===== src/rtl/alu_exec_seq_if.sv =====
// Bus between the register file and the multi-cycle execute stage.
// Handshake: start is sampled only while busy is low; wr_en is a single-cycle
// write-back strobe with no back-pressure, and wr_addr/dat_in/flag are valid only while it is high.
interface alu_exec_seq_if #(
  parameter int AW = 5
);
  logic          start;
  logic [2:0]    op;
  logic [7:0]    opnd;
  logic [7:0]    acc;
  logic [AW-1:0] dst;
  logic          busy;
  logic          wr_en;
  logic [AW-1:0] wr_addr;
  logic [7:0]    dat_in;
  logic          flag;
  logic [1:0]    state_dbg;

  modport master (
    output start, op, opnd, acc, dst,
    input  busy, wr_en, wr_addr, dat_in, flag, state_dbg
  );

  modport slave (
    input  start, op, opnd, acc, dst,
    output busy, wr_en, wr_addr, dat_in, flag, state_dbg
  );
endinterface


===== src/rtl/alu_exec_seq.sv =====
// Multi-cycle execute stage: latches operands on start, iterates shifts/multiply
// in RUN, then issues exactly one write-back beat in WB.
module alu_exec_seq #(
  parameter int AW = 5
) (
  input logic         clk,
  input logic         rst_n,
  alu_exec_seq_if.slave bus
);

  typedef enum logic [1:0] {
    IDLE = 2'd0,
    RUN  = 2'd1,
    WB   = 2'd2
  } state_t;

  localparam logic [2:0] OP_ADD = 3'b000;
  localparam logic [2:0] OP_SUB = 3'b001;
  localparam logic [2:0] OP_AND = 3'b010;
  localparam logic [2:0] OP_XOR = 3'b011;
  localparam logic [2:0] OP_SHL = 3'b100;
  localparam logic [2:0] OP_SHR = 3'b101;
  localparam logic [2:0] OP_MUL = 3'b110;
  localparam logic [2:0] OP_MOV = 3'b111;

  state_t        state_q, state_d;
  logic [2:0]    op_q;
  logic [AW-1:0] dst_q;
  logic [7:0]    res_q;
  logic          flag_q;
  logic [3:0]    cnt_q;
  logic [15:0]   mcand_q;
  logic [15:0]   prod_q;
  logic [7:0]    mplier_q;

  logic          accept;
  logic          is_shift;
  logic [3:0]    shamt;
  logic          last;
  logic [8:0]    sum;
  logic [7:0]    alu_res;
  logic          alu_flag;
  logic [15:0]   prod_next;

  assign accept    = (state_q == IDLE) && bus.start;
  assign is_shift  = (bus.op == OP_SHL) || (bus.op == OP_SHR);
  assign shamt     = {1'b0, bus.opnd[2:0]};
  assign last      = (cnt_q == 4'd1);
  assign sum       = {1'b0, bus.acc} + {1'b0, bus.opnd};
  assign prod_next = prod_q + (mplier_q[0] ? mcand_q : 16'd0);

  // Single-cycle results are computed from the live inputs at the accept edge;
  // for shifts this is the starting value (and the final one for count 0).
  always_comb begin
    alu_res  = 8'd0;
    alu_flag = 1'b0;
    case (bus.op)
      OP_ADD: begin
        alu_res  = sum[7:0];
        alu_flag = sum[8];
      end
      OP_SUB: begin
        alu_res  = bus.acc - bus.opnd;
        alu_flag = bus.acc < bus.opnd;
      end
      OP_AND: begin
        alu_res  = bus.acc & bus.opnd;
        alu_flag = (bus.acc & bus.opnd) == 8'd0;
      end
      OP_XOR: begin
        alu_res  = bus.acc ^ bus.opnd;
        alu_flag = (bus.acc ^ bus.opnd) == 8'd0;
      end
      OP_SHL, OP_SHR: alu_res = bus.acc;
      OP_MOV: begin
        alu_res  = bus.opnd;
        alu_flag = bus.opnd == 8'd0;
      end
      default: ;
    endcase
  end

  always_comb begin
    state_d = state_q;
    case (state_q)
      IDLE: if (bus.start) begin
        if ((bus.op == OP_MUL) || (is_shift && (shamt != 4'd0))) state_d = RUN;
        else                                                     state_d = WB;
      end
      RUN:     if (last) state_d = WB;
      WB:      state_d = IDLE;
      default: state_d = IDLE;
    endcase
  end

  always_ff @(posedge clk or negedge rst_n) begin
    if (!rst_n) state_q <= IDLE;
    else        state_q <= state_d;
  end

  always_ff @(posedge clk or negedge rst_n) begin
    if (!rst_n) begin
      op_q     <= 3'd0;
      dst_q    <= '0;
      res_q    <= 8'd0;
      flag_q   <= 1'b0;
      cnt_q    <= 4'd0;
      mcand_q  <= 16'd0;
      prod_q   <= 16'd0;
      mplier_q <= 8'd0;
    end else if (accept) begin
      op_q     <= bus.op;
      dst_q    <= bus.dst;
      res_q    <= alu_res;
      flag_q   <= alu_flag;
      cnt_q    <= (bus.op == OP_MUL) ? 4'd8 : shamt;
      mcand_q  <= {8'd0, bus.acc};
      prod_q   <= 16'd0;
      mplier_q <= bus.opnd;
    end else if (state_q == RUN) begin
      cnt_q <= cnt_q - 4'd1;
      if (op_q == OP_MUL) begin
        prod_q   <= prod_next;
        mcand_q  <= {mcand_q[14:0], 1'b0};
        mplier_q <= {1'b0, mplier_q[7:1]};
        if (last) begin
          res_q  <= prod_next[7:0];
          flag_q <= |prod_next[15:8];
        end
      end else if (op_q == OP_SHL) begin
        res_q  <= {res_q[6:0], 1'b0};
        flag_q <= res_q[7];
      end else begin
        res_q  <= {1'b0, res_q[7:1]};
        flag_q <= res_q[0];
      end
    end
  end

  assign bus.busy      = (state_q != IDLE);
  assign bus.wr_en     = (state_q == WB);
  assign bus.wr_addr   = dst_q;
  assign bus.dat_in    = res_q;
  assign bus.flag      = flag_q;
  assign bus.state_dbg = state_q;

endmodule


===== src/flat_wrapper.sv =====
// flat-port wrapper written by rule: the top's interface ports become plain ports
module alu_exec_seq_flat 
#(
  parameter int AW = 5
)
  (clk, rst_n, bus_start, bus_op, bus_opnd, bus_acc, bus_dst, bus_busy, bus_wr_en, bus_wr_addr, bus_dat_in, bus_flag, bus_state_dbg);
  alu_exec_seq_if #(.AW(AW)) bus_i ();
  input logic clk;
  input logic rst_n;
  input wire logic [$bits(bus_i.start)-1:0] bus_start;
  input wire logic [$bits(bus_i.op)-1:0] bus_op;
  input wire logic [$bits(bus_i.opnd)-1:0] bus_opnd;
  input wire logic [$bits(bus_i.acc)-1:0] bus_acc;
  input wire logic [$bits(bus_i.dst)-1:0] bus_dst;
  output wire logic [$bits(bus_i.busy)-1:0] bus_busy;
  output wire logic [$bits(bus_i.wr_en)-1:0] bus_wr_en;
  output wire logic [$bits(bus_i.wr_addr)-1:0] bus_wr_addr;
  output wire logic [$bits(bus_i.dat_in)-1:0] bus_dat_in;
  output wire logic [$bits(bus_i.flag)-1:0] bus_flag;
  output wire logic [$bits(bus_i.state_dbg)-1:0] bus_state_dbg;
  assign bus_i.start = bus_start;
  assign bus_i.op = bus_op;
  assign bus_i.opnd = bus_opnd;
  assign bus_i.acc = bus_acc;
  assign bus_i.dst = bus_dst;
  assign bus_busy = bus_i.busy;
  assign bus_wr_en = bus_i.wr_en;
  assign bus_wr_addr = bus_i.wr_addr;
  assign bus_dat_in = bus_i.dat_in;
  assign bus_flag = bus_i.flag;
  assign bus_state_dbg = bus_i.state_dbg;
  alu_exec_seq #(.AW(AW)) u_core (.clk(clk), .rst_n(rst_n), .bus(bus_i));
endmodule

===== config.mk =====
export PLATFORM = sky130hd
export DESIGN_NAME = alu_exec_seq_flat
export DESIGN_NICKNAME = d
export VERILOG_FILES = /design/src/rtl/alu_exec_seq_if.sv /design/src/rtl/alu_exec_seq.sv /design/src/flat_wrapper.sv
export SDC_FILE = /design/constraint.sdc
export NUM_CORES = 1
export LEC_CHECK = 0
export CORE_MARGIN = 3
export CORE_UTILIZATION = 53
export DETAILED_ROUTE_END_ITERATION = 7
export GPL_ROUTABILITY_DRIVEN = 0
export PLACE_DENSITY_LB_ADDON = 0.2
export SLEW_MARGIN = 0
export SYNTH_ARGS = -nofsm -noshare
export SYNTH_HDL_FRONTEND = slang
export SYNTH_SLANG_ARGS = --single-unit

===== constraint.sdc =====
create_clock -name clk -period 5.6 [get_ports clk]
set_input_delay 1.12 -clock clk [delete_from_list [all_inputs] [get_ports clk]]
set_output_delay 1.12 -clock clk [all_outputs]
set_load 0.03 [all_outputs]

======== After elaboration in Yosys (flattened, before gate mapping) ========
Cells that the tools add are included.
storage, ports and cells
  flip-flop bits (word level) ............. 63
  output and inout bits ................... 18
operators by class
  add/sub/neg operators ................... 4
  $lt $le $gt $ge ......................... 1
  equality and inequality tests ........... 15
  mux-type cells .......................... 29
  bitwise logic cells ..................... 2
  reductions and logical operators ........ 18
operators by type and width
  operator                                                                number
  16-bit two-way mux                                                      7
  8-bit two-way mux                                                       8
  8-bit one-hot mux with 6 select lines                                   1
  8-bit zero test                                                         3
  3-bit equality test (second input constant)                             6
  16-bit adder                                                            1
  4-bit two-way mux                                                       3
  8-bit by 8-bit adder with 9-bit output                                  1
  8-bit bitwise AND                                                       1
  8-bit less-than comparator                                              1
  8-bit OR reduction                                                      1
  8-bit subtractor                                                        1
  8-bit bitwise XOR                                                       1
  3-bit by 2-bit equality test with 1-bit output (second input constant)  2
  2-bit two-way mux                                                       3
  2-bit AND reduction                                                     3
  2-bit nonzero test                                                      3
  1-bit two-way mux                                                       5
  1-bit one-hot mux with 5 select lines                                   1
  4-bit by 1-bit equality test with 1-bit output (second input constant)  1
  2-bit one-hot mux with 2 select lines                                   1
  4-bit nonzero test                                                      1
  4-bit by 1-bit subtractor with 4-bit output (second input constant)     1
  3-bit by 1-bit equality test with 1-bit output (second input constant)  1
  10 further kinds                                                        12

======== Depth between registers and ports, before layout ========
  depth in word-level cells ............... 7
  gate-level depth with buffers ........... 12

======== Least setup slack after synthesis ========
OpenSTA, ideal clock, no wires.
  kind .................................... register -> register
  from .................................... register u_core.mplier_q[0]
  to ...................................... register u_core.flag_q, in the netlist u_core.bus.flag
  setup time .............................. 126 ps
  arrival ................................. 2982 ps
  required time ........................... 5474 ps
  path slack .............................. 2492 ps
  cell stages (with the launch flop) ...... 12
  period minus slack after synthesis ...... 3108 ps
  cells stage by stage .................... dfrtp_1 -> and2_1 -> ha_1 -> fa_1 -> a211oi_2 -> o21ai_1 -> and3_1 -> o31a_1 -> or3_1 -> a211o_1 -> nand4b_1 -> a221o_1
between the ends
  longest elaborated chain between the ends .. 7
RTL lines
  item                    RTL line             source
  from (decl)             alu_exec_seq.sv:34   logic [7:0] mplier_q;
  from (signal assigned)  alu_exec_seq.sv:119  mplier_q <= bus.opnd;
  from (signal assigned)  alu_exec_seq.sv:125  mplier_q <= {1'b0, mplier_q[7:1]};
  16-bit two-way mux      alu_exec_seq.sv:50   assign prod_next = prod_q + (mplier_q[0] ? mcand_q : 16'd0);
  16-bit adder            alu_exec_seq.sv:50
  8-bit OR reduction      alu_exec_seq.sv:128  flag_q <= |prod_next[15:8];
  1-bit two-way mux       alu_exec_seq.sv:126  if (last) begin
  1-bit two-way mux       alu_exec_seq.sv:122  if (op_q == OP_MUL) begin
  1-bit two-way mux       alu_exec_seq.sv:120  end else if (state_q == RUN) begin
  1-bit two-way mux       alu_exec_seq.sv:111  end else if (accept) begin
  to (signal assigned)    alu_exec_seq.sv:115  flag_q <= alu_flag;
  to (signal assigned)    alu_exec_seq.sv:128
  to (signal assigned)    alu_exec_seq.sv:132  flag_q <= res_q[7];
  to (decl)               alu_exec_seq.sv:30   logic flag_q;
Every way passes these cells. The select of a mux whose other input is x is not followed.
A chain may end at the register's enable or synchronous reset.

======== Worst setup path in the final report ========
Same ends and word-level chain as after synthesis.

==> impl_metrics.py <==
metrics = {
    "run_status": {
        "status": "finished, final reports clean",
    },
    "clock_tree": {
        "clk_latency_ns": 0.35,
        "cts_tree": "built",
        "clkTransAtPathRegs_ns": 0.07,
        "clock_sinks": 63,
        "hold_buffers": 0,
        "cts_max_path_buffers": 2,
        "root_buffer": "clkbuf_8",
        "postCtsSetupBuffers": 0,
        "cts_buffers": 9,
        "htreeDepth": 3,
        "cts_resized": 0,
    },
    "timing": {
        "min_period_ns": 3.69,
        "hold_viol": 0,
        "fin_crit_sh": 0.659,
        "relSlewSlack": 0.317,
        "tns_ns": 0,
        "slew_violations": 0,
        "skew_ns": 0.0139,
        "setup_viol": 0,
        "rsz0062_at_grt": "false",
        "fmax_mhz": 271,
        "tightest_slew_ns": 1.02,
    },
    "synth": {
        "syn_inst": 595,
        "synth.avg_cell_area_um2": 7.88,
        "ys_seq_area_frac": 0.336,
        "syn-num-nets": 658,
        "ys_seq_elements": 63,
        "synth_ff_type": "dfrtp_1",
        "ys_warn_count": 0,
        "synth_edf_count": 0,
        "synth_top_area_share": 0.336,
        "ys_types": 59,
        "netlist_area_mm2": 0.00469,
        "yosys.area.top_type": "dfrtp_1",
        "ys_async_sr_fraction": 1.00,
        "synthTopCellsByArea": "dfrtp_1 (34%), nand2_1 (9.0%), ha_1 (8.8%)",
    },
    "setup_path": {
        "r2r_cells": 11,
        "cp-start-kind": "register",
        "crit_required_ns": 5.83,
        "path_max_fanout": 17,
        "cp.arrival_ns": 3.92,
        "endpoint_kind": "register",
        "critical_path_class": "reg2reg",
    },
    "global_routing": {
        "grt.total_usage": 0.259,
        "grt_overflow": 0,
        "grt_max_degree": 64,
        "grt_pass1_vias": 4325,
        "antenna_found_initial": 0,
        "grt_pass1_wl_um": 21300,
    },
    "final_layout": {
        "num-nets-final": 683,
        "antennaDiodeCount": 0,
        "syn2layout_area_growth_pct": 15.1,
        "drive_gt1_frac": 0.0448,
    },
    "die": {
        "fp.dieH_um": 100,
        "rows": 33,
        "die_w_um": 100,
        "initial_core_util": 0.559,
        "dieArea_mm2": 0.0100,
        "fp.coreArea_mm2": 0.00838,
        "ios": 45,
    },
    "hold_path": {
        "worstHoldPathType": "reg2reg",
        "worstHoldPathCells": 2,
    },
    "placement": {
        "dp_hpwl_um": 9040,
        "portBuffers": 44,
    },
    "run": {
        "maxCapViolations": 0,
    },
    "power_and_ir_drop": {
        "power_uw": 2240,
        "vdd_drop_max_mv": 0.254,
        "powerDensity_mw_per_mm2": 415,
        "power.leakage_uw": 0.00245,
    },
    "route": {
        "final_antenna_net_count": 0,
        "dr.first_iter.drc_count": 300,
        "routed_wl_um": 12700,
        "vias": 4543,
        "vias_per_cell": 6.22,
        "post_drt_wl_per_cell_um": 17.4,
        "dr.pass1.iters": 5,
        "drcViolationCount": 0,
    },
}
==> critical path: stages (launching register included) <==
cell and delay [ns]:
dfrtp_1 0.58, and2_1 0.24, ha_1 0.20, fa_1 0.43
a211oi_2 0.29, o21ai_1 0.13, and3_1 0.17, o31a_1 0.28
or3_1 0.34, a211o_1 0.29, nand4b_1 0.25, a221o_1 0.36
==> worst paths after layout <==
| kind | slack (ns) | start | endpoint |
|---|---|---|---|
| min in group asynchronous | 0.94 | rst_n | u_core.mcand_q[8] |
| max reg2reg | 1.91 | u_core.mplier_q[0] | u_core.bus.flag |
| max in group asynchronous | 4.10 | rst_n | u_core.mplier_q[1] |
| min | 0.48 | u_core.bus.wr_addr[0] | u_core.bus.wr_addr[0] |
| min reg2reg | 0.48 | u_core.bus.wr_addr[0] | u_core.bus.wr_addr[0] |
| max | 1.91 | u_core.mplier_q[0] | u_core.bus.flag |
==> where the power goes <==
group          switching [uW]  leakage [uW]  internal, uW  total [uW]
sequential                160      0.000800           601         761
clock                     192      0.000109           265         457
combinational             615       0.00154           402        1020
==> cells in the mapped netlist (7+ instances only) <==
cell type  instances
and2_1            20
nand3_1           26
nand2b_1           7
nor2_1            40
dfrtp_1           63
mux2i_1           10
xnor2_1            9
nand2_1          112
inv_1             19
clkbuf_1          31
a31oi_1           16
a21o_1             8
o21ai_0           39
a21oi_1           49
ha_1              33
nor3_1            13
==> placed cells by master, fill, tap and decap left out, types with 3 or more instances in the layout <==
cell type          n
a211o_1            3
a211oi_1           6
a21o_1             8
a21oi_1           49
a22oi_1            6
a31oi_1           16
and2_1            20
and3_1             4
buf_4              5
clkbuf_8          10
clkdlybuf4s50_1   43
dfrtp_1           63
fa_1               3
ha_1              33
inv_1             19
mux2i_1           10
nand2_1          111
nand2b_1           7
nand3_1           26
nand4_1            4
nor2_1            40
nor2b_1            6
nor3_1            13
nor4_1             4
o211ai_1           3
o21a_1             5
o21ai_0           39
o31ai_1            4
or3_1              5
xnor2_1            9
xor2_1             6
==> per-layer routing <==
| layer | GRT usage | routed length (um) | vias to the layer above |
|---|---|---|---|
| met3 | 0.0528 | 1090 | 19 |
| met1 | 0.364 | 5430 | 2155 |
| li1 | - | - | 2163 |
| met2 | 0.415 | 6010 | 206 |
| met5 | 0 | 0 | - |
| met4 | 0.0601 | 160 | 0 |
==> flip-flops by register name, indices dropped and copies added, names as in the netlist <==
signal                count
u_core.bus.dat_in         8
u_core.bus.flag           1
u_core.bus.state_dbg      2
u_core.bus.wr_addr        5
u_core.cnt_q              4
u_core.mcand_q           16
u_core.mplier_q           8
u_core.op_q               3
u_core.prod_q            16
==> logic make-up (layout without fill, tap and decap cells) <==
kind of cell	Yosys count	in the layout	synth area share
AND/OR/NAND/NOR	246	246	0.239
AO/OA/AOI/OAI	170	170	0.230
flip-flops	63	63	0.336
buffers and inverters	55	85	0.0440
adder cells (fa/ha/maj)	36	36	0.101
XOR/XNOR	15	15	0.0280
multiplexers	10	10	0.0214
==> area by class of cell <==
cell class / instances / area (um2)
Clock buffer: 10 / 138
Tap cell: 105 / 131
Fill cell: 727 / 2990
Inverter: 20 / 75.1
Clock inverter: 6 / 92.6
Sequential cell: 63 / 1580
Multi-Input combinational cell: 477 / 2910
Timing Repair Buffer: 49 / 473
==> stage by stage <==
step	hold WS (ns)	util	area (um2)	std cells	worst slack [ns]
6_report	0.475	0.643	5390	730	1.91
5_1_grt	0.517	0.643	5390	730	1.78
4_1_cts	0.480	0.643	5390	730	2.00
3_5_place_dp	0.462	0.616	5160	714	1.70
3_3_place_gp	0.458	0.616	5160	714	1.78
2_1_floorplan	0.462	-	4690	595	2.49
Power figures use the tool's default switching activity.
